`src/rtl/dmem_lsu.sv`:
```
// Load/store unit between the CPU memory stage and a word-wide data memory.
// Sub-word stores use read-modify-write so neighbouring bytes survive.
module dmem_lsu #(
    parameter int ADDR_DEPTH = 14,
    parameter int ADDR_WIDTH = 32
) (
    input  logic                  CLK,
    input  logic                  RST,
    input  logic                  REQ_VALID,
    output logic                  REQ_READY,
    input  logic                  REQ_WE,
    input  logic [1:0]            REQ_SIZE,
    input  logic                  REQ_SIGN,
    input  logic [ADDR_WIDTH-1:0] REQ_ADDR,
    input  logic [ADDR_WIDTH-1:0] REQ_WDATA,
    output logic                  RSP_VALID,
    output logic [ADDR_WIDTH-1:0] RSP_RDATA,
    output logic                  RSP_ERR,
    output logic                  MEM_RDEN,
    output logic                  MEM_WEN,
    output logic [1:0]            MEM_BYTE_SEL,
    output logic                  MEM_SIGN,
    output logic [ADDR_DEPTH-1:0] MEM_ADDR,
    output logic [ADDR_WIDTH-1:0] MEM_DATA_OUT,
    input  logic [ADDR_WIDTH-1:0] MEM_DATA_IN
);

    typedef enum logic [2:0] {
        IDLE,
        LD_ISSUE,
        LD_CAPTURE,
        RMW_ISSUE,
        RMW_CAPTURE,
        WR_ISSUE,
        RESP
    } state_t;

    state_t state_q, state_d;

    logic [1:0]            size_q, size_d;
    logic                  sign_q, sign_d;
    logic [1:0]            lane_q, lane_d;
    logic [15:0]           wdata_q, wdata_d;
    logic                  rsp_valid_q, rsp_valid_d;
    logic [ADDR_WIDTH-1:0] rsp_rdata_q, rsp_rdata_d;
    logic                  rsp_err_q, rsp_err_d;
    logic                  mem_rden_q, mem_rden_d;
    logic                  mem_wen_q, mem_wen_d;
    logic [ADDR_DEPTH-1:0] mem_addr_q, mem_addr_d;
    logic [ADDR_WIDTH-1:0] mem_data_out_q, mem_data_out_d;

    logic                  accept;
    logic                  req_mis;
    logic [7:0]            ld_byte;
    logic [15:0]           ld_half;
    logic [ADDR_WIDTH-1:0] ld_data;
    logic [ADDR_WIDTH-1:0] st_merged;
    logic                  unused_addr_hi;

    // Upper address bits belong to the memory's own base decode.
    assign unused_addr_hi = ^REQ_ADDR[ADDR_WIDTH-1:ADDR_DEPTH+2];

    assign REQ_READY = (state_q == IDLE) & ~RST;
    assign accept    = REQ_VALID & REQ_READY;
    assign req_mis   = ((REQ_SIZE == 2'b01) & REQ_ADDR[0])
                     | (REQ_SIZE[1] & (|REQ_ADDR[1:0]));

    always_comb begin
        ld_byte = MEM_DATA_IN[{lane_q, 3'b000} +: 8];
        ld_half = MEM_DATA_IN[{lane_q[1], 4'b0000} +: 16];
        unique case (size_q)
            2'b00:   ld_data = {{(ADDR_WIDTH-8){sign_q & ld_byte[7]}}, ld_byte};
            2'b01:   ld_data = {{(ADDR_WIDTH-16){sign_q & ld_half[15]}}, ld_half};
            default: ld_data = MEM_DATA_IN;
        endcase
    end

    always_comb begin
        st_merged = MEM_DATA_IN;
        if (size_q == 2'b00) begin
            st_merged[{lane_q, 3'b000} +: 8] = wdata_q[7:0];
        end else begin
            st_merged[{lane_q[1], 4'b0000} +: 16] = wdata_q;
        end
    end

    always_comb begin
        state_d        = state_q;
        size_d         = size_q;
        sign_d         = sign_q;
        lane_d         = lane_q;
        wdata_d        = wdata_q;
        rsp_valid_d    = 1'b0;
        rsp_rdata_d    = '0;
        rsp_err_d      = 1'b0;
        mem_rden_d     = 1'b0;
        mem_wen_d      = 1'b0;
        mem_addr_d     = mem_addr_q;
        mem_data_out_d = mem_data_out_q;
        unique case (state_q)
            IDLE: begin
                if (accept) begin
                    size_d     = REQ_SIZE;
                    sign_d     = REQ_SIGN;
                    lane_d     = REQ_ADDR[1:0];
                    wdata_d    = REQ_WDATA[15:0];
                    mem_addr_d = REQ_ADDR[ADDR_DEPTH+1:2];
                    if (req_mis) begin
                        state_d     = RESP;
                        rsp_valid_d = 1'b1;
                        rsp_err_d   = 1'b1;
                    end else if (!REQ_WE) begin
                        state_d    = LD_ISSUE;
                        mem_rden_d = 1'b1;
                    end else if (REQ_SIZE[1]) begin
                        state_d        = WR_ISSUE;
                        mem_wen_d      = 1'b1;
                        mem_data_out_d = REQ_WDATA;
                    end else begin
                        state_d    = RMW_ISSUE;
                        mem_rden_d = 1'b1;
                    end
                end
            end
            LD_ISSUE:   state_d = LD_CAPTURE;
            LD_CAPTURE: begin
                state_d     = RESP;
                rsp_valid_d = 1'b1;
                rsp_rdata_d = ld_data;
            end
            RMW_ISSUE:  state_d = RMW_CAPTURE;
            RMW_CAPTURE: begin
                state_d        = WR_ISSUE;
                mem_wen_d      = 1'b1;
                mem_data_out_d = st_merged;
            end
            WR_ISSUE: begin
                state_d     = RESP;
                rsp_valid_d = 1'b1;
            end
            RESP:     state_d = IDLE;
            default:  state_d = IDLE;
        endcase
    end

    always_ff @(posedge CLK) begin
        if (RST) begin
            state_q        <= IDLE;
            size_q         <= 2'b00;
            sign_q         <= 1'b0;
            lane_q         <= 2'b00;
            wdata_q        <= '0;
            rsp_valid_q    <= 1'b0;
            rsp_rdata_q    <= '0;
            rsp_err_q      <= 1'b0;
            mem_rden_q     <= 1'b0;
            mem_wen_q      <= 1'b0;
            mem_addr_q     <= '0;
            mem_data_out_q <= '0;
        end else begin
            state_q        <= state_d;
            size_q         <= size_d;
            sign_q         <= sign_d;
            lane_q         <= lane_d;
            wdata_q        <= wdata_d;
            rsp_valid_q    <= rsp_valid_d;
            rsp_rdata_q    <= rsp_rdata_d;
            rsp_err_q      <= rsp_err_d;
            mem_rden_q     <= mem_rden_d;
            mem_wen_q      <= mem_wen_d;
            mem_addr_q     <= mem_addr_d;
            mem_data_out_q <= mem_data_out_d;
        end
    end

    assign RSP_VALID    = rsp_valid_q;
    assign RSP_RDATA    = rsp_rdata_q;
    assign RSP_ERR      = rsp_err_q;
    assign MEM_RDEN     = mem_rden_q;
    assign MEM_WEN      = mem_wen_q;
    assign MEM_BYTE_SEL = 2'b10;
    assign MEM_SIGN     = 1'b0;
    assign MEM_ADDR     = mem_addr_q;
    assign MEM_DATA_OUT = mem_data_out_q;

endmodule

```
`config.mk`:
```
export PLATFORM = sky130hd
export DESIGN_NAME = dmem_lsu
export DESIGN_NICKNAME = d
export VERILOG_FILES = /design/src/rtl/dmem_lsu.sv
export SDC_FILE = /design/constraint.sdc
export NUM_CORES = 1
export LEC_CHECK = 0
export CORE_UTILIZATION = 46
export CTS_BUF_LIST = sky130_fd_sc_hd__clkbuf_4 sky130_fd_sc_hd__clkbuf_8
export CTS_CLUSTER_SIZE = 30
export DETAILED_ROUTE_END_ITERATION = 8
export GPL_ROUTABILITY_DRIVEN = 0
export PLACE_DENSITY = 0.83
export RECOVER_POWER = 100
export SLEW_MARGIN = 20
export SYNTH_ARGS = -nofsm -noshare
export SYNTH_HDL_FRONTEND = slang
export SYNTH_SLANG_ARGS = --single-unit
```
`constraint.sdc`:
```
create_clock -name CLK -period 3.1 [get_ports CLK]
set_input_delay 0.62 -clock CLK [delete_from_list [all_inputs] [get_ports CLK]]
set_output_delay 0.62 -clock CLK [all_outputs]
set_load 0.03 [all_outputs]
```
### After elaboration in Yosys (flattened, before gate mapping)

Index checks and enable logic that the tools add are counted.

| word-level totals | value |
|---|---|
| input bits | 103 |
| register bits after elaboration | 106 |
| word-level logic and storage cells | 76 |
| output and inout bits | 86 |

| operators by class | value |
|---|---|
| shifts and indexed selects | 6 |
| mux-type cells | 24 |
| $add $sub $neg | 2 |
| reductions and logical operators | 10 |
| bitwise operators | 11 |
| equal/unequal tests | 11 |

Operator list:

| operator | count |
|---|---|
| $mux 32 | 5 |
| $pmux 32 s2 | 2 |
| $bwmux 32 | 2 |
| $shift 16x7->32 const A | 1 |
| $shift 8x7->32 const A | 1 |
| $shiftx 16x7->32 | 1 |
| $shiftx 32x6->16 | 1 |
| $shiftx 32x6->8 | 1 |
| $shiftx 8x7->32 | 1 |
| $pmux 3 s5 | 1 |
| $neg 5->7 | 2 |
| $mux 3 | 4 |
| $mux 1 | 8 |
| $ne 2x2->1 const B | 4 |
| $reduce_or 2->1 | 4 |
| $and 1x1->1 | 6 |
| $eq 3x2->1 const B | 2 |
| $eq 3x3->1 const B | 2 |
| $reduce_and 5->1 | 1 |
| $eq 2x1->1 const B | 2 |
| $not 1->1 | 4 |
| $pmux 1 s2 | 2 |
| $reduce_or 4->1 | 1 |
| $eq 3x1->1 const B | 1 |
| 5 further kinds | 5 |

### Depth between registers and ports, before layout

| logic depth | value |
|---|---|
| depth after elaboration | 6 |
| gate-level depth with buffers | 10 |
| depth with buffers taken out | 6 |

### Worst setup path before layout

No wires, ideal clock.

| timing | value |
|---|---|
| kind | register to register |
| from | register lane_q[1] |
| to | register mem_data_out_q[16], in the netlist MEM_DATA_OUT[16] |
| cell stages (with the launch flop) | 9 |
| clock period less this slack | 2497 ps |
| slack | 603 ps |
| data required time | 3022 ps |
| path buffers | 2 |
| library setup time | 78 ps |
| data arrival time | 2418 ps |
| cell sequence | dfxtp_1 > buf_2 > inv_1 > clkbuf_1 > ha_1 > or4bb_1 > o22ai_1 > a221oi_1 > nor3_1 |

| between the ends | value |
|---|---|
| cells in the longest elaborated chain, start to end | 5 |
| elaborated cells on any way between the ends | 10 |
| those cells by class | add/sub: 2; shift: 4; mux: 4 |

Ends and longest elaborated chain:

| what | RTL line | text |
|---|---|---|
| start, declared | 42 | `logic [1:0] lane_q, lane_d;` |
| start signal, assigned | 164 | `lane_q <= lane_d;` |
| $neg 5->7, on equally long branches | 83, 81 |  |
| $shiftx 16x7->32, or another cell as far along | 83 | `st_merged[{lane_q[1], 4'b0000} +: 16] = wdata_q;` |
| $bwmux 32, on equally long branches | 83, 81 |  |
| $mux 32 (*) | 80 | `if (size_q == 2'b00) begin` |
| $pmux 32 s2 (*) | 100 | `unique case (state_q)` |
| end signal, assigned | 172 | `mem_data_out_q <= mem_data_out_d;` |
| end, declared | 50 | `logic [ADDR_WIDTH-1:0] mem_data_out_q, mem_data_out_d;` |

Every way passes the cells marked *; elsewhere a longest branch is shown, timed or not.
A chain may end at the register's enable or synchronous reset.

### Worst setup path after layout

| timing | value |
|---|---|
| from | input port REQ_ADDR[0] |
| to | register mem_data_out_q[28], in the netlist MEM_DATA_OUT[28] |

| between the ends | value |
|---|---|
| cells in the longest elaborated chain, start to end | 5 |
| elaborated cells on any way between the ends | 6 |
| those cells by class | eq/ne: 1; bitwise: 3; reduce/logical: 2 |

Ends and longest elaborated chain:

| what | RTL line | text |
|---|---|---|
| start, declared | 14 | `input logic [ADDR_WIDTH-1:0] REQ_ADDR,` |
| $reduce_or 2->1 | 66 | `\| (REQ_SIZE[1] & (\|REQ_ADDR[1:0]));` |
| $and 1x1->1 | 66 |  |
| $or 1x1->1 (*) | 66 |  |
| $ne 2x2->1 (no line) (*) | -- |  |
| $reduce_and 5->1 (no line) (*) | -- |  |

Marks and branches as above.

==> results.md <==
- Comb pwr share: 32.8%
- Final hold violation count: 0
- Via-to-Cell Ratio: 5.84
- Die footprint: 11400 um^2
- RSZ-0062 raised after global routing: no
- Slew margin rel.: 0.142%
- Final Hold Slack: 462 ps
- Status: complete, but fails checks
- Cts bufs inserted: 9
- Crit path DAT: 3070 ps
- Worst R2R Setup Slack: 310 ps
- Tcrit/Tclk final: 91.3%
- Commonest register cell after synthesis: dfxtp_1
- Worst-margin pin slew: 1490 ps
- Hold buffers post-CTS: 0
- I/O Buffers: 169
- EDFF count, synth: 0
- R2R depth: 6
- Endpoints failing setup: 0
- Die Span X: 107 um
- R2R Path Start: lane_q[1]
- Initial Utilization: 48.2%
- Vias in the first global route: 4958
- WHS Path Cells: 2
- Largest net degree at the start of global routing: 55
- Switching power: 0.00131 W
- Final slew viol count: 0
- Flops & latches, synth: 106
- Post-synthesis sequential area ratio: 41.9%
- Clock Latency Late Sink: 370 ps
- Gr usage total: 27.5%
- Setup CP Type: primary input to flip-flop
- Core ar.: 10500 um^2
- Final ANT Viol Nets: 0
- Setup bufs post-CTS: 0
- Sequential Power Share: 43.2%
- CTS Root Buffer Type: clkbuf_8
- Mapped Area: 5070 um^2
- Synth warn: 0
- Crit-path max FO: 33
- Layout cells sized above 1: 6.38%
- Final min period: 2830 ps
- PwrDens: 536 nW/um^2
- Worst-path clk slew: 90 ps
- Antenna cells: 0
- Row count: 37
- Dpl hpwl: 11700 um
- Synth top area share: 41.9%
- TritonCTS clock tree: built
- Post-route design area: 6970 um^2
- RR Endpoint: MEM_DATA_OUT[19]
- Mapped Cells: 607
- Resized Gates After CTS: 0
- Max-cap viol count: 1
- Endpoint class of the critical path: flip-flop
- Min-delay worst type: flip-flop to flip-flop
- Vias: 5186
- Placed Area: 6790 um^2
- # H-tree levels: 3
- Hold path startpoint: MEM_ADDR[3]
- Top post-synthesis cells by area: dfxtp_1 42%, nand2_1 6.7%, a21oi_1 4.6%, o21ai_0 4.2%, nor3_1 4.0%
- Clock Skews: 13.4 ps
- Setup TNS: 0 ps
- Total Power: 0.00373 W
- Peak VDD IR: 287 uV
- Post-Route WL: 15700 um
- Die Ht: 107 um
- GR Overflow Total: 0
- Avg Cell Area, Syn: 8.35 um^2
- WL/cell: 17.7 um
- Maximum clock insertion buffer count: 2
- Clk network pwr share: 24.0%
- Remaining DRCs: 0
- First-pass GRT wire length: 24700 um
- Worst EP required: 3340 ps
- Initial DRC count: 524
- Initial antenna violation count: 0
- Area grow syn2layout: 37.5%
- CP Launch Type: primary input
- Count of cell types in the netlist: 50
- Largest area contributor in the netlist: dfxtp_1
- Leak: 2.73 nW
- Count leader, synth: dfxtp_1
- Failing checks: max-capacitance violations
- Max Freq: 353 MHz
- Async SR Flop Fraction: 0%
- Clock sink count: 106
- Nets: 855
- Int Power: 0.00242 W
- Synth cell count leaders: 106 x dfxtp_1, 90 x nand2_1, 47 x a21oi_1
- Net Sw Frac: 35.1%
- IO Pins: 189
- Count of TritonRoute iterations in the first routing pass: 5
- WHS Endpoint: MEM_ADDR[3]
cells by family (layout without fill, tap and decap cells):
kind of cell,count (synthesis),after routing,share of synthesized area [%]
AOI/OAI and AO/OA,184,184,24.9
adders and majority gates,5,5,1.23
buffers and inverters,86,230,7.63
DFF,106,106,41.9
muxes,25,25,5.16
other,2,3,0.148
and+or+nand+nor,199,199,19.1
power groups by stage:
stage / sequential [W] / combinational, W / clock (W)
2_1_floorplan: 0.00184 / 0.000552 / 0
3_3_place_gp: 0.00164 / 0.00123 / 0
3_5_place_dp: 0.00165 / 0.00126 / 0
4_1_cts: 0.00162 / 0.00127 / 0.000909
5_1_grt: 0.00163 / 0.00130 / 0.000968
6_report: 0.00161 / 0.00122 / 0.000894
per-stage QoR:
| step | setup WS [ps] | util (%) | cells |
|---|---|---|---|
| after floorplan | 603 | - | 608 |
| after global placement | 459 | 64.6 | 872 |
| after detailed placement | 378 | 64.6 | 872 |
| after CTS | 347 | 66.7 | 888 |
| after global routing | 100 | 66.3 | 888 |
| final | 270 | 66.3 | 888 |
metal layers:
metal / wire (um) / track usage [%] / vias up
li1: - / - / 2452
met1: 6360 / 33.4 / 2404
met2: 7320 / 45.1 / 288
met3: 1540 / 7.78 / 42
met4: 504 / 12.2 / 0
met5: 0 / 0 / -
area by class of cell:
class	count	area, um^2
inverter	30	113
tap	136	170
clock buffer	11	151
fill	858	3540
sequential	106	2120
timing repair buffer	184	1800
multi-input combinational	416	2550
clock inverter	5	61.3
worst max-delay path by stage:
stage           startpoint          endpoint  slack (ps)  depth (start not counted)
2_1_floorplan    lane_q[1]  MEM_DATA_OUT[16]         600                          8
5_1_grt        REQ_ADDR[0]  MEM_DATA_OUT[28]         100                          5
3_3_place_gp     lane_q[0]  MEM_DATA_OUT[16]         460                          7
6_report       REQ_ADDR[0]  MEM_DATA_OUT[28]         270                          5
4_1_cts          lane_q[0]  MEM_DATA_OUT[20]         350                          7
3_5_place_dp     lane_q[0]  MEM_DATA_OUT[20]         380                          7
state kept, by name (all words and copies together), names as in the netlist:
signal / count
MEM_ADDR: 14
MEM_DATA_OUT: 32
MEM_RDEN: 1
MEM_WEN: 1
RSP_ERR: 1
RSP_RDATA: 32
RSP_VALID: 1
lane_q: 2
sign_q: 1
size_q: 2
state_q: 3
wdata_q: 16
layout by cell type, fill, tap and decap left out, types with 3 or more instances in the layout:
master,instances
dlygate4sd3_1,83
mux2_2,9
nor2_1,22
clkbuf_1,3
nor2b_1,11
conb_1,3
o211ai_1,8
nand3_1,8
o221ai_1,16
inv_1,30
clkbuf_8,11
a21oi_1,47
nor3_1,41
o22ai_1,26
nand2_1,90
a221oi_1,17
nand3b_1,9
dfxtp_1,106
buf_4,11
a221o_1,14
clkdlybuf4s50_1,85
o21ai_0,44
ha_1,5
mux2i_1,16
worst max-delay path, cell delays in order:
cell and delay, ps:
dlygate4sd3_1 590, nand4bb_1 350, or4_1 1020, o221ai_1 420, a21oi_1 70
Power figures use the tool's default switching activity.
==> RTL change: new RTL, same flow settings <==
The parameter `ADDR_DEPTH` goes from 14 to 13.
--- a/src/rtl/dmem_lsu.sv
+++ b/src/rtl/dmem_lsu.sv
@@ -3,3 +3,3 @@
 module dmem_lsu #(
-    parameter int ADDR_DEPTH = 14,
+    parameter int ADDR_DEPTH = 13,
     parameter int ADDR_WIDTH = 32
Ports: changed (resized MEM_ADDR); port bits go from 189 to 188. The function was not compared with the original's and may differ.
==> RTL change against the original RTL <==
  * Total power fell by 0.33%
  * Cell count rose by 0.56%
  * Critical endpoint is now REQ_READY
  * Wire length rose by 9.2%
  * Count of clock-buffer cells in the layout fell by 1
  * Setup slack improved by 0.15 ns
  * Largest power group unchanged
  * Sequential cell count fell by 1
  * Cell area rose by 0.41%
  * Synthesized area rose by 0.62%
  * Via count rose by 5.0%
==> RTL change: results (changes against the original RTL) <==
.. list-table::
   :header-rows: 1

   * - Metric
     - Value
   * - Number of levels the H-tree was split into
     - 3 (unchanged)
   * - Average detailed-routed wire length per instance
     - 19.2 um (was 17.7 um)
   * - Result of the run
     - complete, no violations (was finished, violations left)
   * - Post-CTS repair timing setup buffer count
     - 0 (unchanged)
   * - Proportion of layout cells with a drive suffix above 1
     - 4.78% (was 6.38%)
   * - Wire length of the first global-routing pass
     - 26400 um (was 24700 um)
   * - Pin count of the biggest net entering global routing
     - 72 (was 55)
   * - Data arrival time at the worst-slack endpoint
     - 2.06 ns (was 3.07 ns)
   * - Leakage Power
     - 2.87 nW (was 2.73 nW)
   * - GRT Util Overall
     - 29.8% (was 27.5%)
   * - Number of different library cells in the post-synthesis netlist
     - 46 (was 50)
   * - Cts repair resizes
     - 0 (unchanged)
   * - Class of the worst hold path
     - register to register (unchanged)
   * - Initial antenna violation count
     - 0 (unchanged)
   * - Starting DRT DRC Count
     - 623 (was 524)
   * - Routed via count
     - 5447 (was 5186)
   * - Worst Setup Slack post-DPL
     - 0.476 ns (was 0.378 ns)
   * - Reg clk slew, reported paths
     - 0.10 ns
   * - Most used standard cells in the synthesized netlist
     - dfxtp_1 (105), nand2_1 (101), nor2_1 (41) (was dfxtp_1 (106), nand2_1 (90), a21oi_1 (47))
   * - Clock Skews
     - 0.0153 ns (was 0.0134 ns)
   * - Via count of the first global-routing pass
     - 5177 (was 4958)
   * - Total clock buffers created by CTS
     - 9 (unchanged)
   * - Cell area after placement
     - 6800 um2 (was 6790 um2)
   * - Area contributors post-synth
     - dfxtp_1 (41%), mux2i_1 (7.9%), nand2_1 (7.4%), a221oi_1 (5.5%), nand3b_1 (4.6%) (was dfxtp_1 (42%), nand2_1 (6.7%), a21oi_1 (4.6%), o21ai_0 (4.2%), nor3_1 (4.0%))
   * - Nets
     - 856 (was 855)
   * - Cell at the root of the clock tree
     - clkbuf_8 (unchanged)
   * - CTS max path bufs
     - 2 (unchanged)
   * - Fin cells
     - 893 (was 888)
   * - Number of flops mapped to enable cells by yosys
     - 0 (unchanged)
   * - Slew Limit Headroom
     - 9.71% (was 0.142%)
   * - Asr flop ratio synth
     - 0% (unchanged)
   * - Number of inserted diodes
     - 0 (unchanged)
   * - Number of port buffers
     - 167 (was 169)
   * - Placed Cells incl. Taps
     - 877 (was 872)
   * - First drt pass iteration count
     - 6 (was 5)
   * - Count of yosys warnings during synthesis
     - 0 (unchanged)
   * - Worst voltage drop across the vdd grid
     - 262 uV (was 287 uV)
   * - Clock latency of the later-clocked register in the worst-skew pair
     - 0.39 ns (was 0.37 ns)
   * - Final HPWL from detailed placement
     - 12100 um (was 11700 um)
   * - Share of the yosys chip area belonging to registers
     - 41.2% (was 41.9%)
   * - Synthesized area divided by synthesized cell count
     - 8.36 um2 (was 8.35 um2)
   * - Highest net fanout along the worst path
     - 13 (was 33)
RTL change: changes by cell type after synthesis, sizes merged, moves of 15 or more:
cell,before,now
a31oi,0,32
a21oi,47,23
mux2i,16,40
nand3b,9,31
inv,30,10
nor2,22,41
o221ai,16,0
a221oi,17,32
RTL change: worst paths after layout:
| kind | start | end | slack (ns) | cells after the start |
|---|---|---|---|---|
| hold / removal | MEM_ADDR[4]$_SDFFE_PP0P_ | MEM_ADDR[4]$_SDFFE_PP0P_ | 0.48 | 2 |
| hold reg to reg | MEM_ADDR[4]$_SDFFE_PP0P_ | MEM_ADDR[4]$_SDFFE_PP0P_ | 0.48 | 2 |
| setup / recovery | state_q[1]$_SDFFE_PP0P_ | REQ_READY | 0.42 | 2 |
| setup reg to reg | lane_q[1]$_SDFFE_PP0P_ | RSP_RDATA[9]$_SDFF_PP0_ | 0.51 | 5 |
RTL change: kinds of logic (layout without fill, tap and decap cells):
kind of cell | after synthesis | count (layout) | synth area share (%)
AND/OR/NAND/NOR | 226 | 226 | 21.4
AO/OA/AOI/OAI | 164 | 164 | 21.7
flip-flops | 105 | 105 | 41.2
buffers and inverters | 66 | 208 | 5.74
multiplexers | 42 | 42 | 8.52
adder cells (fa/ha/maj) | 5 | 5 | 1.23
other | 2 | 3 | 0.147
RTL change: area by class of cell:
| cell class | instances | area [um2] |
|---|---|---|
| Tap cell | 140 | 175 |
| Clock inverter | 6 | 73.8 |
| Multi-Input combinational cell | 440 | 2710 |
| Clock buffer | 10 | 138 |
| Sequential cell | 105 | 2100 |
| Timing Repair Buffer | 181 | 1760 |
| Inverter | 11 | 41.3 |
| Fill cell | 906 | 3840 |
RTL change: power breakdown:
group / internal, mW / switching (mW) / leakage [nW]
clock network: 0.406 / 0.507 / 0.107
logic: 0.468 / 0.730 / 1.91
registers: 1.49 / 0.123 / 0.857
total: 2.36 / 1.36 / 2.87
RTL change: worst max-delay path, stage by stage, from the launching register on:
cell	delay, ns
dfxtp_1	0.46
nor4_4	0.42
dlygate4sd3_1	0.80
RTL change: routing by layer:
| metal | wire [um] | global-route usage, % | vias to the layer above |
|---|---|---|---|
| li1 | - | - | 2505 |
| met1 | 6420 | 37.5 | 2495 |
| met2 | 7770 | 46.5 | 384 |
| met3 | 2280 | 8.47 | 63 |
| met4 | 701 | 15.3 | 0 |
| met5 | 0 | 0 | - |
